==> config.mk <==
export PLATFORM = sky130hd
export DESIGN_NAME = detection_state_machine_flat
export DESIGN_NICKNAME = d
export VERILOG_FILES = /design/src/rtl/detection_state_machine_pkg.sv /design/src/rtl/detection_state_machine_if.sv /design/src/rtl/detection_state_machine_rise_detect.sv /design/src/rtl/detection_state_machine.sv /design/src/flat_wrapper.sv
export SDC_FILE = /design/constraint.sdc
export NUM_CORES = 1
export LEC_CHECK = 0
export BUFFER_PORTS_ARGS = -buffer_cell sky130_fd_sc_hd__buf_2
export CORE_MARGIN = 2
export CORE_UTILIZATION = 35
export CTS_CLUSTER_DIAMETER = 100
export CTS_CLUSTER_SIZE = 20
export DETAILED_ROUTE_END_ITERATION = 7
export MAX_ROUTING_LAYER = met4
export PLACE_DENSITY = 0.73
export REMOVE_ABC_BUFFERS = 1
export SETUP_SLACK_MARGIN = 0.15
export SLEW_MARGIN = 20
export SYNTH_ARGS = -nofsm -noshare
export SYNTH_HDL_FRONTEND = slang
export SYNTH_SLANG_ARGS = --single-unit
==> constraint.sdc <==
create_clock -name clk -period 1.21 [get_ports clk]
set_clock_uncertainty 0.1 [all_clocks]
set_input_delay 0.121 -clock clk [delete_from_list [all_inputs] [get_ports clk]]
set_output_delay 0.121 -clock clk [all_outputs]
set_load 0.02 [all_outputs]
==> src/rtl/detection_state_machine_pkg.sv <==
// Shared types and constants for the face-detection sequencer (package det_pkg).
// State encoding, default BRAM geometry and the default detection-counter width live here.
package det_pkg;

    typedef enum logic [1:0] {
        ST_IDLE    = 2'd0,
        ST_CAPTURE = 2'd1,
        ST_DETECT  = 2'd2
    } state_e;

    localparam int ADDR_W      = 15;
    localparam int CNT_W       = 8;
    localparam int FRAME_WORDS = 19200;

    // Port A may only write while a frame is being captured.
    function automatic logic port_a_write_allowed(input state_e st);
        return (st == ST_CAPTURE);
    endfunction

endpackage

==> src/rtl/detection_state_machine_if.sv <==
// Handshake and BRAM port-A bundle between the sequencer and its neighbours.
// The master side drives the status/address inputs; the slave side is the sequencer itself.
interface detection_state_machine_if #(
    parameter int ADDR_W = 15,
    parameter int CNT_W  = 8
);
    logic              cap_done;
    logic              detect_done;
    logic              continue_in;
    logic              write_en_in;
    logic [ADDR_W-1:0] wr_addr;
    logic [ADDR_W-1:0] classifier_rd_addr;

    logic              detect_en;
    logic [ADDR_W-1:0] address_a_out;
    logic              write_en_out;
    logic [1:0]        state_out;
    logic [CNT_W-1:0]  detect_count;

    modport master (
        output cap_done, detect_done, continue_in, write_en_in, wr_addr, classifier_rd_addr,
        input  detect_en, address_a_out, write_en_out, state_out, detect_count
    );

    modport slave (
        input  cap_done, detect_done, continue_in, write_en_in, wr_addr, classifier_rd_addr,
        output detect_en, address_a_out, write_en_out, state_out, detect_count
    );
endinterface

==> src/rtl/detection_state_machine_rise_detect.sv <==
// Registered 0->1 edge detector: one history flop plus a registered one-cycle event pulse.
// A held-high input produces exactly one pulse; reset clears both flops asynchronously.
module rise_detect (
    input  logic clk,
    input  logic rst_n,
    input  logic din,
    output logic rise
);
    logic prev_q, prev_d;
    logic rise_q, rise_d;

    always_comb begin
        prev_d = din;
        rise_d = din & ~prev_q;
    end

    always_ff @(posedge clk or negedge rst_n) begin
        if (!rst_n) begin
            prev_q <= 1'b0;
            rise_q <= 1'b0;
        end else begin
            prev_q <= prev_d;
            rise_q <= rise_d;
        end
    end

    assign rise = rise_q;
endmodule

==> src/rtl/detection_state_machine.sv <==
// Face-detection sequencer: IDLE -> CAPTURE -> DETECT, owning BRAM port A.
// Build option AUTO_RUN_EN: DETECT completion re-enters CAPTURE instead of waiting in IDLE.
module detection_state_machine #(
    parameter int ADDR_W = 15,
    parameter int CNT_W  = 8
) (
    input logic                       clk,
    input logic                       rst,
    detection_state_machine_if.slave  bus
);
    import det_pkg::*;

    logic continue_ev;
    logic cap_ev;
    logic detect_ev;

    state_e           state_q, state_d;
    logic             detect_en_q, detect_en_d;
    logic [CNT_W-1:0] detect_count_q, detect_count_d;

    rise_detect u_continue_rise (
        .clk   (clk),
        .rst_n (rst),
        .din   (bus.continue_in),
        .rise  (continue_ev)
    );

    rise_detect u_cap_rise (
        .clk   (clk),
        .rst_n (rst),
        .din   (bus.cap_done),
        .rise  (cap_ev)
    );

    rise_detect u_detect_rise (
        .clk   (clk),
        .rst_n (rst),
        .din   (bus.detect_done),
        .rise  (detect_ev)
    );

    // Only the event that matters in the current state is consumed; the rest are dropped.
    always_comb begin
        state_d        = state_q;
        detect_count_d = detect_count_q;
        case (state_q)
            ST_IDLE: begin
                if (continue_ev) state_d = ST_CAPTURE;
            end
            ST_CAPTURE: begin
                if (cap_ev) state_d = ST_DETECT;
            end
            ST_DETECT: begin
                if (detect_ev) begin
`ifdef AUTO_RUN_EN
                    state_d = ST_CAPTURE;
`else
                    state_d = ST_IDLE;
`endif
                    detect_count_d = detect_count_q + 1'b1;
                end
            end
            default: state_d = ST_IDLE;
        endcase
        detect_en_d = (state_d == ST_DETECT);
    end

    always_ff @(posedge clk or negedge rst) begin
        if (!rst) begin
            state_q        <= ST_IDLE;
            detect_en_q    <= 1'b0;
            detect_count_q <= '0;
        end else begin
            state_q        <= state_d;
            detect_en_q    <= detect_en_d;
            detect_count_q <= detect_count_d;
        end
    end

    // Port-A mux follows the state register directly, so reset kills writes immediately.
    always_comb begin
        bus.address_a_out = bus.classifier_rd_addr;
        bus.write_en_out  = 1'b0;
        if (port_a_write_allowed(state_q)) begin
            bus.address_a_out = bus.wr_addr;
            bus.write_en_out  = bus.write_en_in;
        end
    end

    assign bus.state_out    = state_q;
    assign bus.detect_en    = detect_en_q;
    assign bus.detect_count = detect_count_q;
endmodule

==> src/flat_wrapper.sv <==
// flat-port wrapper written by rule: the top's interface ports become plain ports
module detection_state_machine_flat import det_pkg::*;
#(
    parameter int ADDR_W = 15,
    parameter int CNT_W  = 8
)
  (clk, rst, bus_cap_done, bus_detect_done, bus_continue_in, bus_write_en_in, bus_wr_addr, bus_classifier_rd_addr, bus_detect_en, bus_address_a_out, bus_write_en_out, bus_state_out, bus_detect_count);
  detection_state_machine_if #(.ADDR_W(ADDR_W), .CNT_W(CNT_W)) bus_i ();
  input logic clk;
  input logic rst;
  input wire logic [$bits(bus_i.cap_done)-1:0] bus_cap_done;
  input wire logic [$bits(bus_i.detect_done)-1:0] bus_detect_done;
  input wire logic [$bits(bus_i.continue_in)-1:0] bus_continue_in;
  input wire logic [$bits(bus_i.write_en_in)-1:0] bus_write_en_in;
  input wire logic [$bits(bus_i.wr_addr)-1:0] bus_wr_addr;
  input wire logic [$bits(bus_i.classifier_rd_addr)-1:0] bus_classifier_rd_addr;
  output wire logic [$bits(bus_i.detect_en)-1:0] bus_detect_en;
  output wire logic [$bits(bus_i.address_a_out)-1:0] bus_address_a_out;
  output wire logic [$bits(bus_i.write_en_out)-1:0] bus_write_en_out;
  output wire logic [$bits(bus_i.state_out)-1:0] bus_state_out;
  output wire logic [$bits(bus_i.detect_count)-1:0] bus_detect_count;
  assign bus_i.cap_done = bus_cap_done;
  assign bus_i.detect_done = bus_detect_done;
  assign bus_i.continue_in = bus_continue_in;
  assign bus_i.write_en_in = bus_write_en_in;
  assign bus_i.wr_addr = bus_wr_addr;
  assign bus_i.classifier_rd_addr = bus_classifier_rd_addr;
  assign bus_detect_en = bus_i.detect_en;
  assign bus_address_a_out = bus_i.address_a_out;
  assign bus_write_en_out = bus_i.write_en_out;
  assign bus_state_out = bus_i.state_out;
  assign bus_detect_count = bus_i.detect_count;
  detection_state_machine #(.ADDR_W(ADDR_W), .CNT_W(CNT_W)) u_core (.clk(clk), .rst(rst), .bus(bus_i));
endmodule
-- After elaboration in Yosys (flattened, before gate mapping)
Cells that the tools add are included.
- register bits: 17
- output and inout bits: 27
- word-level logic and storage cells: 27
- add/subtract/negate cells: 1
- eq/ne operators: 3
- multiplexer cells: 6
- bitwise operators: 6
- reductions and logical operators: 2
- operator list (cell ; count):
    2-to-1 mux 15 bit ; 1
    adder 8 x 1 -> 8 bit (second input constant) ; 1
    2-to-1 mux 2 bit ; 3
    one-hot mux 2 bit (3 select lines) ; 1
    == test 2 bit (second input constant) ; 2
    bitwise AND 1 bit ; 3
    inverter 1 bit ; 3
    == test 2 x 1 -> 1 bit (second input constant) ; 1
    zero test 2 bit ; 1
    AND reduction 2 bit ; 1
    2-to-1 mux 1 bit ; 1

-- Longest topological paths before layout
- depth after elaboration: 3
- gate-level depth with buffers: 5
- gate-level depth less buffers: 4

-- Modules after synthesis
Synthesis repeated with hierarchy kept, for this count alone.
- cell total of the unflattened synthesis: 67
- area, all modules: 889.6 um2
- by module, submodules not included (module ; instances ; cells each ; area an instance (um2) ; sequential area each (um2)):
    detection_state_machine ; 1 ; 58 ; 698.2 ; 275.3
    rise_detect ; 3 ; 3 ; 63.8 ; 50.0

-- Worst setup path before layout
OpenSTA, ideal clock, no wires.
- kind: flip-flop to output port
- start point: reg u_core.state_q[0] (netlist: u_core.bus.state_out[0])
- end point: out bus_address_a_out[10]
- data arrival time: 1.299 ns
- required time: 0.989 ns
- slack: -0.310 ns
- cell stages (with the launch flop): 5
- buffers on the path: 2
- cells stage by stage: dfrtp_1 -> nor2b_1 -> buf_6 -> buf_8 -> mux2_4
- word-level cells in the longest chain between the ends: 2
- ends and longest elaborated chain (element ; line ; text):
    from (decl) ; detection_state_machine.sv:17 ; state_e state_q, state_d;
    from (signal assigned) ; detection_state_machine.sv:74 ; state_q <= state_d;
    == test 2 x 1 -> 1 bit ; detection_state_machine_pkg.sv:17 ; return (st == ST_CAPTURE);
    2-to-1 mux 15 bit ; detection_state_machine.sv:84 ; if (port_a_write_allowed(state_q)) begin
    to (decl) ; flat_wrapper.sv:18 ; output wire logic [$bits(bus_i.address_a_out)-1:0] bus_address_a_out;
Every way passes these cells.

-- Worst setup path in the final report
- start point: reg u_core.state_q[1] (netlist: u_core.bus.state_out[1])
- end point: out bus_address_a_out[7]
Same word-level chain as after synthesis.

==> results.sh <==
export IMPL_status="finished with violations"
export IMPL_violated_checks="negative setup slack"
export IMPL_final_antenna_net_count=0
export IMPL_avgRoutedWirePerCell_um=14.2
export IMPL_ys_seq_area_frac=0.494
export IMPL_first_pass_iters=4
export IMPL_post_dp_cell_area_um2=1250
export IMPL_report_power_total_mw=3.54
export IMPL_cpLargestDelayFamily="flip-flops"
export IMPL_cts_buffers=3
export IMPL_overflow=0
export IMPL_drive_gt1_frac=0.748
export IMPL_timing_critical_path_to_type="output pin"
export IMPL_power_density_nw_per_um2=1990
export IMPL_report_final_slew_viol_count=0
export IMPL_synth_top_family_by_area="multiplexers"
export IMPL_antenna_found_initial=0
export IMPL_reg2reg_from="u_core.bus.state_out[1]$_DFF_PN0_"
export IMPL_vias_per_cell=4.63
export IMPL_cpPeakStageDelay_ns=0.43
export IMPL_die_h_um=53.6
export IMPL_clock_sink_count=17
export IMPL_routabilityCongestion=0.690
export IMPL_post_route_drc_count=0
export IMPL_clock_power_share=0.084
export IMPL_reg2regPathDepth=5
export IMPL_power_combinational_fraction=0.709
export IMPL_post_synth_fa_ha_maj_area_fraction=0.0145
export IMPL_crit_share_post_route=1.46
export IMPL_timing_worst_slew_pin_value_ns=0.381
export IMPL_critPathMaxFanout=8
export IMPL_yosys_area_share_simple=0.125
export IMPL_power_leakage_nw=0.966
export IMPL_post_synth_mux_area_share=0.244
export IMPL_floorplan_rows=17
export IMPL_timing_worst_setup_path_type="reg -> out"
export IMPL_layout_area_overhead_vs_synth_pct=107
export IMPL_clk_transition_reported_paths_ns=0.10
export IMPL_synthDominantAreaCellType="sky130_fd_sc_hd__dfrtp_1"
export IMPL_setup_viol_count_final=28
export IMPL_finish_net_count=197
export IMPL_p_sw_mw=1.22
export IMPL_postSynthCellCount=66
export IMPL_min_path_type="in -> async"
export IMPL_largest_net_degree_at_the_start_of_global_routing=18
export IMPL_synth_cell_type_count=20
export IMPL_synth_compound_gate_area_share=0.0203
export IMPL_place_port_buffers=62
export IMPL_power_report_internal_total_mw=2.32
export IMPL_final_period_minus_worst_setup_slack_ns=1.77
export IMPL_clockRootBuffer="sky130_fd_sc_hd__clkbuf_4"
export IMPL_finalNonFillerCells=187
export IMPL_final_cell_area_um2=1780
export IMPL_placed_cells=161
export IMPL_timing_fmax_mhz=566
export IMPL_netSwitchingFraction=0.344
export IMPL_floorplan_initialDensity=0.378
export IMPL_first_pass_grt_wire_length_um=3950
export IMPL_critPathMostFrequentCell="sky130_fd_sc_hd__buf_6"
export IMPL_synth_area_in_xor_xnor=0.0712
export IMPL_crit_slowest_cell="sky130_fd_sc_hd__dfrtp_1"
export IMPL_hold_viol_final=0
export IMPL_timing_critical_path_depth=5
export IMPL_worst_path_buf_inv=3
export IMPL_max_slew_margin=0.746
export IMPL_timing_critical_path_required_ns=0.99
export IMPL_estimated_wirelength_of_the_detail_placed_design_um=1470
export IMPL_rr_endpoint="u_core.bus.detect_count[1]$_DFFE_PN0P_"
export IMPL_top_level_ports=63
export IMPL_die_area_um2=2870
export IMPL_cp_cell_sequence="nor2b_4 -> buf_6 -> buf_16 -> mux2_4 -> buf_6"
export IMPL_die_w_um=53.6
export IMPL_yosys_warnings=0
export IMPL_worst_ep_arrival_time_ns=1.55
export IMPL_postRouteWirelength_um=2650
export IMPL_vias_in_the_first_global_route=927
export IMPL_power_share_sequential=0.207
export IMPL_grt_setup_unrepaired="yes"
export IMPL_worst_skew_late_latency_ns=0.29
export IMPL_finalCoreUtilization=0.782
export IMPL_synth_ff_latch_count=17
export IMPL_area_share_of_the_largest_cell_type_after_synthesis=0.494
export IMPL_synth_area_top_cells="sky130_fd_sc_hd__dfrtp_1 49%, sky130_fd_sc_hd__mux2_4 14%, sky130_fd_sc_hd__mux2_1 10%"
export IMPL_routed_via_count=865
export IMPL_n_antenna_cell=0
export IMPL_avgSynthCellArea_um2=13.0
export IMPL_max_cap_violations=0
export IMPL_htreeDepth=1
export IMPL_ctsLongestPathBuffers=2
export IMPL_tritoncts="built"
export IMPL_grtUsageTotal=0.200
export IMPL_coreArea_um2=2280
export IMPL_drt_first_iter_violations=2
export IMPL_mappedNetlistArea_um2=861
export IMPL_r2r_slack_ns=-0.26
export IMPL_power_ir_vdd_worst_uv=1590
export IMPL_fin_worst_hold_slack_ns=0.167
export IMPL_critPathLaunchType="flop"
export IMPL_layout_setup_ws_ns=-0.557
stage by stage:
| stage | setup WS [ns] | setup TNS, ns |
|---|---|---|
| 2_1_floorplan | -1.02 | -17.44 |
| 3_3_place_gp | -0.203 | -3.42 |
| 3_5_place_dp | -0.253 | -4.15 |
| 4_1_cts | -0.532 | -9.82 |
| 5_1_grt | -0.646 | -12.61 |
| 6_report | -0.557 | -10.06 |
flip-flops by register name, summed over array words and instances (netlist names):
name	cells
u_core.u_continue_rise.rise	1
u_core.u_cap_rise.prev_q	1
u_core.bus.detect_en	1
u_core.u_continue_rise.prev_q	1
u_core.bus.detect_count	8
u_core.bus.state_out	2
u_core.u_detect_rise.prev_q	1
u_core.u_detect_rise.rise	1
u_core.u_cap_rise.rise	1
kinds of logic (layout without fill, tap and decap cells):
kind of cell,Yosys count,after routing
simple gates,20,20
flops,17,17
mux,16,16
xor+xnor,7,7
compound gates,3,3
buf+inv,2,95
fa+ha+maj,1,1
area by class of cell:
class | count | area (um^2)
clock buffer | 4 | 26.3
fill | 136 | 495
multi-input combinational | 47 | 508
sequential | 17 | 427
tap | 28 | 35.0
timing repair buffer | 91 | 785
synthesized netlist by cell type:
master,count
sky130_fd_sc_hd__nand2b_1,1
sky130_fd_sc_hd__nor2_1,4
sky130_fd_sc_hd__nand3b_1,1
sky130_fd_sc_hd__buf_8,1
sky130_fd_sc_hd__xor2_1,5
sky130_fd_sc_hd__ha_1,1
sky130_fd_sc_hd__o21ai_0,2
sky130_fd_sc_hd__and2_1,1
sky130_fd_sc_hd__mux2_1,8
sky130_fd_sc_hd__nand2_1,3
sky130_fd_sc_hd__mux2_4,8
sky130_fd_sc_hd__buf_6,1
sky130_fd_sc_hd__nand4_1,2
sky130_fd_sc_hd__nor2b_1,4
sky130_fd_sc_hd__dfrtp_1,17
sky130_fd_sc_hd__nor3_1,2
sky130_fd_sc_hd__a211oi_1,1
sky130_fd_sc_hd__xnor2_1,2
sky130_fd_sc_hd__nand3_1,1
sky130_fd_sc_hd__nand4b_1,1
cells in the final DEF (no fill, tap or decap), drive strengths merged:
cell,instances
nor2b,4
a211oi,1
dfrtp,17
dlygate4sd3,4
and2,1
nand3,1
clkbuf,4
xor2,5
buf,87
ha,1
o21ai,2
nor3,2
nand3b,1
nand2b,1
mux2,16
nand2,3
nand4b,1
nand4,2
xnor2,2
nor2,4
per-layer routing:
layer	share of wire	GRT usage
met5	0	-
met3	0.068	0.0361
met2	0.56	0.381
met1	0.37	0.209
met4	0.0030	0.0513
how the worst max path moves through the flow:
stage / to / start
final: bus_address_a_out[7] / u_core.bus.state_out[1]$_DFF_PN0_
after global routing: bus_address_a_out[5] / u_core.bus.state_out[1]$_DFF_PN0_
after CTS: bus_address_a_out[2] / u_core.bus.state_out[1]$_DFF_PN0_
after detailed placement: bus_address_a_out[2] / u_core.bus.state_out[1]$_DFF_PN0_
after global placement: bus_address_a_out[2] / u_core.bus.state_out[1]$_DFF_PN0_
after floorplan: bus_address_a_out[0] / u_core.bus.state_out[0]$_DFF_PN0_
power groups by stage:
stage          Combinational (mW)  Sequential (mW)  Clock, mW
6_report                     2.51            0.733      0.297
5_1_grt                      2.64            0.750      0.339
4_1_cts                      2.24            0.717      0.302
3_5_place_dp                 1.41            0.712          0
3_3_place_gp                 1.39            0.709          0
2_1_floorplan               0.750            0.836          0
worst reg2reg max path, stage by stage (launching register included):
cell	delay (ns)
sky130_fd_sc_hd__dfrtp_1	0.43
sky130_fd_sc_hd__buf_4	0.16
sky130_fd_sc_hd__buf_6	0.12
sky130_fd_sc_hd__nand3b_1	0.09
sky130_fd_sc_hd__buf_6	0.15
sky130_fd_sc_hd__mux2_4	0.30
what timing repair did:
item,in CTS,in global routing
gates resized for setup,70,22
endpoints found under the setup margin,35,37
pin swaps,11,3
hold buffers,4,0
buffers inserted,11,6
hold endpoints to repair,23,0
cloned,1,0
(Power assumes the default switching activity.)
